## src/rtl/rfa_arbiter.sv

```systemverilog
// Register-file write-back arbiter: LSU priority, round-robin among ALU queues.
// Define RFA_STARVE_GUARD_EN to cap consecutive LSU grants while ALUs are waiting.
module rfa_arbiter #(
    parameter int NUM_ALU        = 8,
    parameter int LSU_STREAK_MAX = 4
) (
    input  logic               clk,
    input  logic               rst,
    input  logic [NUM_ALU-1:0] alu_queue_entry_valid,
    input  logic               lsu_dest_wr_req,
    output logic [NUM_ALU-1:0] alu_queue_entry_serviced,
    output logic               lsu_dest_wr_grant,
    output logic [NUM_ALU:0]   wr_port_select,
    output logic               grant_valid
);

    localparam int               PTR_W    = (NUM_ALU > 1) ? $clog2(NUM_ALU) : 1;
    localparam logic [PTR_W-1:0] LAST_IDX = PTR_W'(NUM_ALU - 1);

    // The streak counter is 3 bits wide, so the cap must fit in it.
    if (NUM_ALU < 2 || LSU_STREAK_MAX < 1 || LSU_STREAK_MAX > 7) begin : g_bad_cfg
        $error("rfa_arbiter: unsupported NUM_ALU / LSU_STREAK_MAX");
    end

    logic [PTR_W-1:0]   r_rr_ptr;
    logic [NUM_ALU-1:0] w_hi_mask;
    logic [NUM_ALU-1:0] w_req_hi;
    logic               w_hi_found;
    logic [PTR_W-1:0]   w_hi_idx;
    logic               w_lo_found;
    logic [PTR_W-1:0]   w_lo_idx;
    logic               w_alu_found;
    logic [PTR_W-1:0]   w_alu_idx;
    logic [PTR_W-1:0]   w_ptr_next;
    logic               w_force_alu;
    logic               w_lsu_win;
    logic               w_alu_win;

    // Round-robin: first request at or above the pointer, else wrap to the lowest request.
    always_comb begin
        w_hi_mask  = {NUM_ALU{1'b1}} << r_rr_ptr;
        w_req_hi   = alu_queue_entry_valid & w_hi_mask;
        w_hi_found = 1'b0;
        w_hi_idx   = '0;
        w_lo_found = 1'b0;
        w_lo_idx   = '0;
        for (int i = NUM_ALU - 1; i >= 0; i--) begin
            if (w_req_hi[i]) begin
                w_hi_found = 1'b1;
                w_hi_idx   = PTR_W'(i);
            end
            if (alu_queue_entry_valid[i]) begin
                w_lo_found = 1'b1;
                w_lo_idx   = PTR_W'(i);
            end
        end
    end

    assign w_alu_found = w_lo_found;
    assign w_alu_idx   = w_hi_found ? w_hi_idx : w_lo_idx;
    assign w_ptr_next  = (w_alu_idx == LAST_IDX) ? '0 : w_alu_idx + PTR_W'(1);

    // Gating with rst keeps every output low for the whole reset window.
    assign w_lsu_win = rst & lsu_dest_wr_req & ~w_force_alu;
    assign w_alu_win = rst & w_alu_found & ~w_lsu_win;

    assign alu_queue_entry_serviced = w_alu_win ? (NUM_ALU'(1) << w_alu_idx) : '0;
    assign lsu_dest_wr_grant        = w_lsu_win;
    assign wr_port_select           = {w_lsu_win, alu_queue_entry_serviced};
    assign grant_valid              = w_lsu_win | w_alu_win;

    always_ff @(posedge clk or negedge rst) begin
        if (!rst) begin
            r_rr_ptr <= '0;
        end else if (w_alu_win) begin
            r_rr_ptr <= w_ptr_next;
        end
    end

`ifdef RFA_STARVE_GUARD_EN
    localparam logic [2:0] STREAK_MAX = 3'(LSU_STREAK_MAX);

    logic [2:0] r_lsu_streak;
    logic       w_alu_pending;

    assign w_alu_pending = |alu_queue_entry_valid;
    assign w_force_alu   = w_alu_pending && (r_lsu_streak == STREAK_MAX);

    always_ff @(posedge clk or negedge rst) begin
        if (!rst) begin
            r_lsu_streak <= '0;
        end else if (w_lsu_win) begin
            if (!w_alu_pending) begin
                r_lsu_streak <= '0;
            end else if (r_lsu_streak != STREAK_MAX) begin
                r_lsu_streak <= r_lsu_streak + 3'd1;
            end
        end else if (w_alu_win) begin
            r_lsu_streak <= '0;
        end
    end
`else
    assign w_force_alu = 1'b0;
`endif

endmodule

```

## config.mk

```make
export PLATFORM = sky130hd
export DESIGN_NAME = rfa_arbiter
export DESIGN_NICKNAME = d
export VERILOG_FILES = /design/src/rtl/rfa_arbiter.sv
export SDC_FILE = /design/constraint.sdc
export NUM_CORES = 1
export LEC_CHECK = 0
export ABC_CLOCK_PERIOD_IN_PS = 2080
export BUFFER_PORTS_ARGS = -buffer_cell sky130_fd_sc_hd__clkbuf_2
export CORE_MARGIN = 2
export CORE_UTILIZATION = 40
export CTS_CLUSTER_DIAMETER = 200
export DETAILED_ROUTE_END_ITERATION = 8
export HOLD_SLACK_MARGIN = 0.02
export PLACE_DENSITY = 0.74
export SLEW_MARGIN = 20
export SYNTH_ARGS = -nofsm -noshare
export SYNTH_HDL_FRONTEND = slang
export SYNTH_SLANG_ARGS = --single-unit
export TNS_END_PERCENT = 10
```

## constraint.sdc

```tcl
create_clock -name clk -period 2.08 [get_ports clk]
set_input_delay 0.208 -clock clk [delete_from_list [all_inputs] [get_ports clk]]
set_output_delay 0.208 -clock clk [all_outputs]
set_load 0.02 [all_outputs]
```

==> flow_summary.toml <==
[run_status]
outcome = "finished with violations"
violations = "setup timing"

[min_path]
worstHoldPathType = "in2async"

[die]
die_w_um = 43.03
core_area_um2 = 1471
initial_core_util_pct = 41.41
rows = 14
dieArea_um2 = 1852
die_h_um = 43.03
pin_count = 30

[grt]
grtUsageMet1_pct = 28.53
grt_pass1_wl_um = 3657
grt_max_degree = 10
grt_usage_pct = 26.63
antenna_found_initial = 0
grt.met2_usage_pct = 48.79
use_met3_pct = 2.553
grt-busiest-layer = "met2"
grt_pass1_vias = 835
gr-total-overflow = 0

[layout]
fin_util_pct = 83.76
instances_no_fill = 141
drive_above_1_share_pct = 68.80
fin_nets = 143
regMostFlops = "r_rr_ptr"
reg.largest.list = "r_rr_ptr x3"
antennaDiodeCount = 0
area_growth_pct = 102.3
largest_register_ffs = 3

[drt]
drc = 0
drt-initial-drc-count = 17
wl_per_cell_um = 16.50
ant_nets = 0
wirelength_um = 2326
dr.pass1.iters = 4
routed_via_density = 5.624
vias = 793

[pwr]
ir_worst_vdd_uv = 873.3
pwr_density_cell_nw_per_um2 = 1161
power.leakage_nw = 0.5593

[job]
drv_cap = 0

[clocking]
clockBufferDepth = 2
cts.clk_slew.worst_paths_ns = 0.04
tritoncts = "done"
root_buffer = "clkbuf_4"
cts_sinks = 3
cts_inserted_buffers = 3
clk_latency_ns = 0.23
cts_max_level = 1

[synth]
synth_nets = 100
yosys_most_used_dff = "dfrtp_1"
synth_edf_count = 0
syn-mean-instance-area_um2 = 7.341
yosysSeqAreaShare_pct = 12.32
synth_seq_cells = 3
postSynthCellCount = 83
synth_area_um2 = 609.3
synth_cell_types = 31
yosysWarnings = 0
async_flop_share_pct = 100.0

[setup_path]
worst_r2r_endpoint = "r_rr_ptr[2]"
reg2regPathDepth = 8
crit_fanout = 7
cp.required_ns = 1.87
worst_setup_path_start_kind = "register"
r2r_slack_ns = -0.17
crit_type = "reg2out"
reg2reg_from = "r_rr_ptr[0]"
crit_path_end_kind = "primary output"
critPathArrivalTime_ns = 2.30

[timing]
rsz0062_at_grt = "true"
tightest_slew_ns = 0.5742
hold_violations = 0
max_freq_mhz = 398.6
clock_skew_ns = 0.002510
setup_viol = 17
period_needed_ns = 2.509
finalCritPeriodShare_pct = 120.6
slew_headroom_pct = 61.72
fin_ws_ns = -0.4290
slew_violations = 0

[placement]
io_buffers = 29
gp_congestion = 0.8680
place.detailed.hpwl_um = 1403
post-place-cells = 129
power breakdown:
group	total [mW]	leakage, nW	switching, mW	internal (mW)
sequential	0.156	0.0327	0.0623	0.0941
combinational	1.17	0.512	0.604	0.567
clock	0.103	0.0150	0.0313	0.0720
total	1.43	0.559	0.698	0.733
metal layers:
metal | wire length [um] | share of wire, %
met2 | 1376 | 59
met1 | 852 | 37
met3 | 51 | 2.2
met4 | 45 | 1.9
met5 | 0 | 0
synth_stat cells (all sizes together) (3+ instances only):
library cell / number / share of area (%)
buf: 10 / 12
and2b: 3 / 3.7
a21oi: 4 / 3.3
ha: 6 / 12
and2: 5 / 5.1
o21ai: 3 / 3.1
nand2: 8 / 4.9
dfrtp: 3 / 12
nor2: 12 / 7.4
inv: 3 / 1.8
o21a: 4 / 4.9
layout make-up:
class | count | area [um^2]
clock buffer | 4 | 26.28
sequential | 3 | 78.83
timing repair buffer | 49 | 449.2
tap | 16 | 20.02
inverter | 3 | 11.26
multi-input combinational | 66 | 646.9
fill | 86 | 239.0
cell families after synthesis:
family	synth area share [%]
muxes	3.696
DFF	12.32
adders and majority gates	12.32
and+or+nand+nor	33.26
buffers and inverters	14.78
AOI/OAI and AO/OA	23.62
cells in the final DEF, fill, tap and decap left out, drive strengths merged:
master	Yosys	routed
buf	10	31
clkbuf	1	21
nor2	12	12
nand2	8	8
ha	6	6
and2	5	5
o21a	4	4
a21oi	4	4
dfrtp	3	3
o21ai	3	3
inv	3	3
and2b	3	3
nor2b	2	2
and3b	2	2
mux2	2	2
a21boi	2	2
nand3	2	2
a21bo	1	1
nor3	1	1
and4	1	1
a211oi	1	1
o32ai	1	1
o311ai	1	1
o31a	1	1
or4b	1	1
o31ai	1	1
nor4	1	1
a31o	1	1
dlygate4sd3	0	1
worst max-delay path: stages (launching register included):
cell,delay (ns)
dfrtp_2,0.43
a21bo_1,0.14
and2b_2,0.17
o21a_1,0.15
or4b_4,0.50
nand2_4,0.11
ha_4,0.16
ha_4,0.12
and2_4,0.16
buf_8,0.11
worst max-delay path by stage:
| stage | from | to | slack, ns | depth (start not counted) |
|---|---|---|---|---|
| 4_1_cts | r_rr_ptr[1] | alu_queue_entry_serviced[3] | -0.36 | 9 |
| 3_3_place_gp | r_rr_ptr[1] | wr_port_select[3] | -0.15 | 9 |
| 3_5_place_dp | r_rr_ptr[1] | wr_port_select[3] | -0.24 | 9 |
| 2_1_floorplan | r_rr_ptr[1] | wr_port_select[7] | -0.08 | 9 |
| 6_report | r_rr_ptr[0] | wr_port_select[3] | -0.43 | 9 |
| 5_1_grt | r_rr_ptr[0] | alu_queue_entry_serviced[2] | -0.53 | 10 |
repair_timing:
action                     in CTS  in global routing
pin swaps                      12                  4
gates resized for setup        47                 19
setup buffers                   6                  1
hold endpoints to repair        3                  0
hold buffers                    1                  0
setup endpoints to repair      18                 18
per-stage QoR:
step	hold WS (ns)	setup TNS, ns	worst slack [ns]	instance area, um^2	power [mW]
2_1_floorplan	-0.08759	-0.5884	-0.07613	720.7	0.6971
3_3_place_gp	0.02024	-2.087	-0.1472	867.1	0.8520
3_5_place_dp	0.02284	-2.981	-0.2413	867.1	0.8857
4_1_cts	0.3483	-5.484	-0.3599	1185	1.302
5_1_grt	0.3780	-8.459	-0.5295	1232	1.526
6_report	0.3504	-6.517	-0.4290	1232	1.431
No activity file was read; power rests on OpenSTA's default activity.
